`src/rtl/wb_stage_ecall_pkg.sv`:
```
`default_nettype none
// ============================================================================
//  Module      : wb_stage_ecall_pkg
//  Description : Shared types and constants for the ECALL-capable WB stage.
//  Revision    : 1.0
// ============================================================================
package wb_stage_ecall_pkg;

    localparam int c_ECALL_NUM_IDX = 7;

    typedef enum logic [1:0] {
        IDLE = 2'd0,
        REQ  = 2'd1,
        DONE = 2'd2
    } wb_ecall_state_t;

    typedef struct packed {
        logic [4:0] rd;
        logic       en_rd;
        logic       is_load;
        logic       is_store;
        logic       is_csr;
        logic       is_atomic;
        logic       is_ecall;
    } decoded_inst_t;

    function automatic logic uses_mem_result(input decoded_inst_t inst);
        return inst.is_load || inst.is_store || inst.is_csr || inst.is_atomic;
    endfunction

endpackage
`default_nettype wire

```
`src/rtl/wb_ecall_ctrl.sv`:
```
`default_nettype none
// ============================================================================
//  Module      : wb_ecall_ctrl
//  Description : ECALL request/ack FSM, argument snapshot, return latch and
//                serviced-call counter.
//  Revision    : 1.0
// ============================================================================
module wb_ecall_ctrl
    import wb_stage_ecall_pkg::*;
#(
    parameter int XLEN          = 64,
    parameter int NARGS         = 8,
    parameter int ECALL_NUM_IDX = c_ECALL_NUM_IDX,
    parameter int CNT_W         = 32
) (
    input  logic                        clk,
    input  logic                        reset,
    input  logic                        valid_ecall,
    input  logic [NARGS-1:0][XLEN-1:0]  args,
    input  logic                        ecall_ack,
    input  logic [XLEN-1:0]             ecall_ret,
    output logic                        ecall_req,
    output logic [XLEN-1:0]             ecall_num,
    output logic [NARGS-1:0][XLEN-1:0]  ecall_args,
    output logic                        stall_req,
    output logic [XLEN-1:0]             ret_q,
    output logic                        in_done,
    output logic [CNT_W-1:0]            ecall_count
);

    wb_ecall_state_t            r_state;
    wb_ecall_state_t            w_state_next;
    logic                       r_ecall_req;
    logic [XLEN-1:0]            r_ecall_num;
    logic [NARGS-1:0][XLEN-1:0] r_ecall_args;
    logic [XLEN-1:0]            r_ret_q;
    logic [CNT_W-1:0]           r_ecall_count;

    always_comb begin
        w_state_next = r_state;
        case (r_state)
            IDLE:    if (valid_ecall) w_state_next = REQ;
            REQ:     if (ecall_ack)   w_state_next = DONE;
            DONE:    w_state_next = IDLE;
            default: w_state_next = IDLE;
        endcase
    end

    // ecall_req is registered from the next state so it is high exactly in REQ.
    always_ff @(posedge clk or posedge reset) begin
        if (reset) begin
            r_state       <= IDLE;
            r_ecall_req   <= 1'b0;
            r_ecall_num   <= '0;
            r_ecall_args  <= '0;
            r_ret_q       <= '0;
            r_ecall_count <= '0;
        end else begin
            r_state     <= w_state_next;
            r_ecall_req <= (w_state_next == REQ);
            if ((r_state == IDLE) && valid_ecall) begin
                r_ecall_args <= args;
                r_ecall_num  <= args[ECALL_NUM_IDX];
            end
            if ((r_state == REQ) && ecall_ack) begin
                r_ret_q       <= ecall_ret;
                r_ecall_count <= r_ecall_count + CNT_W'(1);
            end
        end
    end

    assign ecall_req   = r_ecall_req;
    assign ecall_num   = r_ecall_num;
    assign ecall_args  = r_ecall_args;
    assign ret_q       = r_ret_q;
    assign ecall_count = r_ecall_count;
    assign stall_req   = ((r_state == IDLE) && valid_ecall) || (r_state == REQ);
    assign in_done     = (r_state == DONE);

endmodule
`default_nettype wire

```
`src/rtl/wb_stage_ecall.sv`:
```
`default_nettype none
// ============================================================================
//  Module      : wb_stage_ecall
//  Description : Writeback stage with result mux, register-file write gating
//                and handshake-based ECALL servicing.
//  Revision    : 1.0
// ============================================================================
module wb_stage_ecall
    import wb_stage_ecall_pkg::*;
#(
    parameter int XLEN          = 64,
    parameter int NARGS         = 8,
    parameter int ECALL_NUM_IDX = c_ECALL_NUM_IDX,
    parameter int CNT_W         = 32
) (
    input  logic                        clk,
    input  logic                        reset,
    input  logic                        is_bubble,
    input  decoded_inst_t               inst,
    input  logic [XLEN-1:0]             alu_result,
    input  logic [XLEN-1:0]             mem_result,
    input  logic [NARGS-1:0][XLEN-1:0]  args,
    output logic                        ecall_req,
    output logic [XLEN-1:0]             ecall_num,
    output logic [NARGS-1:0][XLEN-1:0]  ecall_args,
    input  logic                        ecall_ack,
    input  logic [XLEN-1:0]             ecall_ret,
    output logic [XLEN-1:0]             result,
    output logic [4:0]                  rd,
    output logic                        en_rd,
    output logic                        stall,
    output logic                        retire,
    output logic [CNT_W-1:0]            ecall_count
);

    logic            w_valid_ecall;
    logic            w_stall_req;
    logic            w_in_done;
    logic            w_commit_ok;
    logic [XLEN-1:0] w_ret_q;

    assign w_valid_ecall = inst.is_ecall && !is_bubble;

    wb_ecall_ctrl #(
        .XLEN          (XLEN),
        .NARGS         (NARGS),
        .ECALL_NUM_IDX (ECALL_NUM_IDX),
        .CNT_W         (CNT_W)
    ) u_ctrl (
        .clk         (clk),
        .reset       (reset),
        .valid_ecall (w_valid_ecall),
        .args        (args),
        .ecall_ack   (ecall_ack),
        .ecall_ret   (ecall_ret),
        .ecall_req   (ecall_req),
        .ecall_num   (ecall_num),
        .ecall_args  (ecall_args),
        .stall_req   (w_stall_req),
        .ret_q       (w_ret_q),
        .in_done     (w_in_done),
        .ecall_count (ecall_count)
    );

    always_comb begin
        result = alu_result;
        if (uses_mem_result(inst)) begin
            result = mem_result;
        end else if (inst.is_ecall) begin
            result = w_ret_q;
        end
    end

    // An ECALL is only unstalled in DONE, so it commits exactly there.
    assign w_commit_ok = inst.is_ecall ? w_in_done : !w_stall_req;

    assign stall  = w_stall_req;
    assign rd     = inst.rd;
    assign en_rd  = inst.en_rd && !is_bubble && w_commit_ok;
    assign retire = !is_bubble && w_commit_ok;

endmodule
`default_nettype wire
```
`config.mk`:
```
export PLATFORM = sky130hd
export DESIGN_NAME = wb_stage_ecall
export DESIGN_NICKNAME = d
export VERILOG_FILES = /design/src/rtl/wb_stage_ecall_pkg.sv /design/src/rtl/wb_ecall_ctrl.sv /design/src/rtl/wb_stage_ecall.sv
export SDC_FILE = /design/constraint.sdc
export NUM_CORES = 2
export LEC_CHECK = 0
export CORE_AREA = 2 2 544 546
export CTS_CLUSTER_DIAMETER = 120
export DETAILED_ROUTE_END_ITERATION = 10
export DIE_AREA = 0 0 546 548
export RECOVER_POWER = 25
export SLEW_MARGIN = 20
export SYNTH_ARGS = -nofsm -noshare
export SYNTH_HDL_FRONTEND = slang
export SYNTH_SLANG_ARGS = --single-unit
```
`constraint.sdc`:
```
create_clock -name clk -period 21.6 [get_ports clk]
set_input_delay 2.16 -clock clk [delete_from_list [all_inputs] [get_ports clk]]
set_output_delay 2.16 -clock clk [all_outputs]
set_load 0.01 [all_outputs]
```
==> impl_metrics.json <==
{
  "run_status": "complete, but fails checks",
  "failed_checks": "capacitance limit, slew limit",
  "drive_gt1_share_pct": 4.02,
  "synth_cells": 2857,
  "drt_iter0_drc": 1496,
  "clk_latency_ps": 790,
  "finish.utilization_pct": 15.6,
  "tritoncts": "built",
  "yosysTopAreaCell": "dfrtp_1",
  "slew_headroom_pct": -203,
  "whs_endpoint": "u_ctrl.ecall_args[257]",
  "synth_cell_types": 30,
  "finalCritPeriodShare_pct": 39.7,
  "grt_use_total_pct": 14.1,
  "setup_viol": 0,
  "reg2reg_depth": 7,
  "fin_nets": 4862,
  "die_w_um": 546,
  "rsz0062_at_grt": "no",
  "die_area_sq_um": 299000,
  "start_util_pct": 8.60,
  "antenna_found_initial": 175,
  "p_int_w": 0.00306,
  "final_common_cell": "nand2_1",
  "rrSetupSlack_ps": 14570,
  "final-instance-count-excl-fill": 8160,
  "routed_wl_mm": 217,
  "slowest_stage": "clkinvlp_2",
  "place_congestion": 0.886,
  "worst-path-max-fanout": 94,
  "power_density_nw_per_um2": 105,
  "yosys-top-cells-area": "dfrtp_1 (61%), nand2_1 (26%), mux2i_1 (2.5%)",
  "netlist_area_sq_um": 25200,
  "fin_worst_skew_ps": 39.8,
  "cp_top_family": "buffers and inverters",
  "critPathCaptureType": "async pin",
  "critPathMaxStageDelay_ps": 2510,
  "power_leakage_nw": 20.3,
  "setup_tns_ps": 0,
  "hp-start": "u_ctrl.ecall_args[257]",
  "cts_resized": 0,
  "vias_per_cell": 3.06,
  "synth.net_count": 3577,
  "crit_buf_inv": 6,
  "clockBufferDepth": 4,
  "yosysTopAreaCellShare_pct": 60.7,
  "comb_power_share_pct": 32.6,
  "fillerInstances": 33200,
  "layout_common_cells": "nand2_1 (1741), clkdlybuf4s50_1 (1363), dfrtp_1 (611), clkbuf_16 (88), nor2_1 (68)",
  "final_max_slew_viol_count": 534,
  "finalHoldViolations": 0,
  "ioPinCount": 1400,
  "period_minus_slack_ps": 8580,
  "final_antenna_net_count": 0,
  "power_frac_clock_pct": 32.5,
  "p_seq_share_pct": 34.9,
  "coreArea_sq_um": 293000,
  "h-tree-depth": 3,
  "r2r-start": "u_ctrl.r_state[0]",
  "yosysSeqAreaShare_pct": 60.7,
  "grt_max_degree": 155,
  "crit_top_cell": "buf_4",
  "hold_depth": 2,
  "synth_area_per_cell_sq_um": 8.82,
  "cap_violations": 9,
  "overflow": 0,
  "grt_pass1_wl_mm": 273,
  "tightest_slew_ps": 4520,
  "rows": 199,
  "irDropWorstVdd_mv": 0.0676,
  "die_h_um": 548,
  "vias": 25000,
  "hold_path.class": "reg2reg",
  "switching_share_pct": 36.1,
  "clk_root_buffer_cell": "clkbuf_16",
  "arrival_ps": 9400,
  "required_ps": 22420,
  "syn_to_final_growth_pct": 81.8,
  "clkTransAtPathRegs_ps": 50,
  "numCtsBuffers": 88,
  "post_cts_buffers": 0,
  "placed_cells": 7971,
  "drcViolationCount": 0,
  "max_freq_mhz": 117,
  "crit_type": "in2async",
  "drtPass1Iterations": 5,
  "postLayoutSetupSlackWorst_ps": 13020,
  "path_cells": "dlygate4sd3_1 -> clkinvlp_2 -> clkbuf_1 -> buf_4 -> buf_6 -> buf_4",
  "dp_slack_ps": 14260,
  "grt_pass1_vias": 24900,
  "p_sw_w": 0.00173,
  "cts.sinks": 611,
  "start_kind": "input port",
  "cts_hold_buf": 0,
  "r2r_end": "u_ctrl.ecall_args[46]",
  "wire_per_inst_um": 26.6,
  "ys_ff_latch": 611,
  "hpwl_mm": 186,
  "whs_ps": 468,
  "io_buffers": 1389,
  "ys_warn_count": 0
}
sequential cells by signal, indices dropped and copies added (netlist names):
register / count
u_ctrl.ecall_count: 32
u_ctrl.ecall_req: 1
u_ctrl.r_state: 2
u_ctrl.ret_q: 64
u_ctrl.ecall_args: 512
synthesized netlist by cell type:
cell type	count
xor2_1	3
inv_1	3
nor4_2	1
and4_1	6
buf_1	3
nor4b_1	1
mux2i_1	64
ha_1	1
buf_2	72
a21oi_1	65
and2_1	4
xnor2_1	28
and2_0	1
dfrtp_1	611
buf_4	70
or4b_1	1
clkbuf_1	34
nand3_1	13
nand2_1	1741
and3_1	4
o21ai_0	2
nor2_1	68
buf_6	44
inv_2	1
nand4b_2	1
nand4_1	11
nor4_1	1
or2_1	1
nor4_4	1
nand2b_1	1
cells by family (layout without fill, tap and decap cells):
family | Yosys count | count (layout) | share of synthesized area [%]
fa+ha+maj | 1 | 1 | 0.0496
simple gates | 1856 | 1856 | 28.2
flops | 611 | 611 | 60.7
buf+inv | 227 | 1579 | 6.09
other cells | 0 | 32 | 0
xor+xnor | 31 | 31 | 1.08
compound gates | 67 | 67 | 1.33
mux | 64 | 64 | 2.54
per-stage QoR:
stage | total power [W] | cell area (sq um)
2_1_floorplan | 0.00209 | 25200
3_3_place_gp | 0.00328 | 42800
3_5_place_dp | 0.00329 | 42800
4_1_cts | 0.00490 | 45800
5_1_grt | 0.00507 | 45800
6_report | 0.00479 | 45800
layout make-up:
cell class,count,area [sq um],area share (%)
flip-flops and latches,611,15300,33.4
diodes,32,80.1,0.175
repair buffers,1418,14100,30.8
inverters,4,16.3,0.0355
well taps,3919,4900,10.7
clock inverters,42,589,1.29
multi-input cells,2019,8370,18.3
clock buffers,115,2450,5.36
worst register-to-register path: stages (launching register included):
cell and delay, ps:
dfrtp_1 450, nor4b_1 310, clkbuf_1 2340, clkbuf_1 1950
buf_4 770, buf_4 710, nand2_1 320, nand2_1 110
power by group through the flow:
stage	sequential, W	combinational, W	clock, W
after CTS	0.00167	0.00161	0.00162
after floorplan	0.00171	0.000388	0
after global placement	0.00168	0.00160	0
after detailed placement	0.00169	0.00160	0
after global routing	0.00170	0.00171	0.00166
final	0.00167	0.00156	0.00156
worst max path at each step:
stage | start | endpoint | slack [ps] | cells after the start
floorplan | reset | u_ctrl.ecall_args[0] | 2330 | 1
detailed placement | inst[4] | result[2] | 14260 | 7
finish | reset | u_ctrl.ecall_args[335] | 13020 | 6
CTS | inst[4] | result[2] | 14250 | 7
global placement | inst[4] | result[11] | 14190 | 7
global route | reset | u_ctrl.ecall_args[382] | 11780 | 6
routing by layer:
layer / vias to the layer above / wire (um) / global-route usage [%]
met4: 46 / 7270 / 4.07
met3: 404 / 34100 / 9.64
met5: - / 299 / 0
met1: 11800 / 89300 / 17.0
met2: 1420 / 86500 / 19.9
li1: 11300 / - / -
Note: power is estimated with default switching activity, not from simulation.
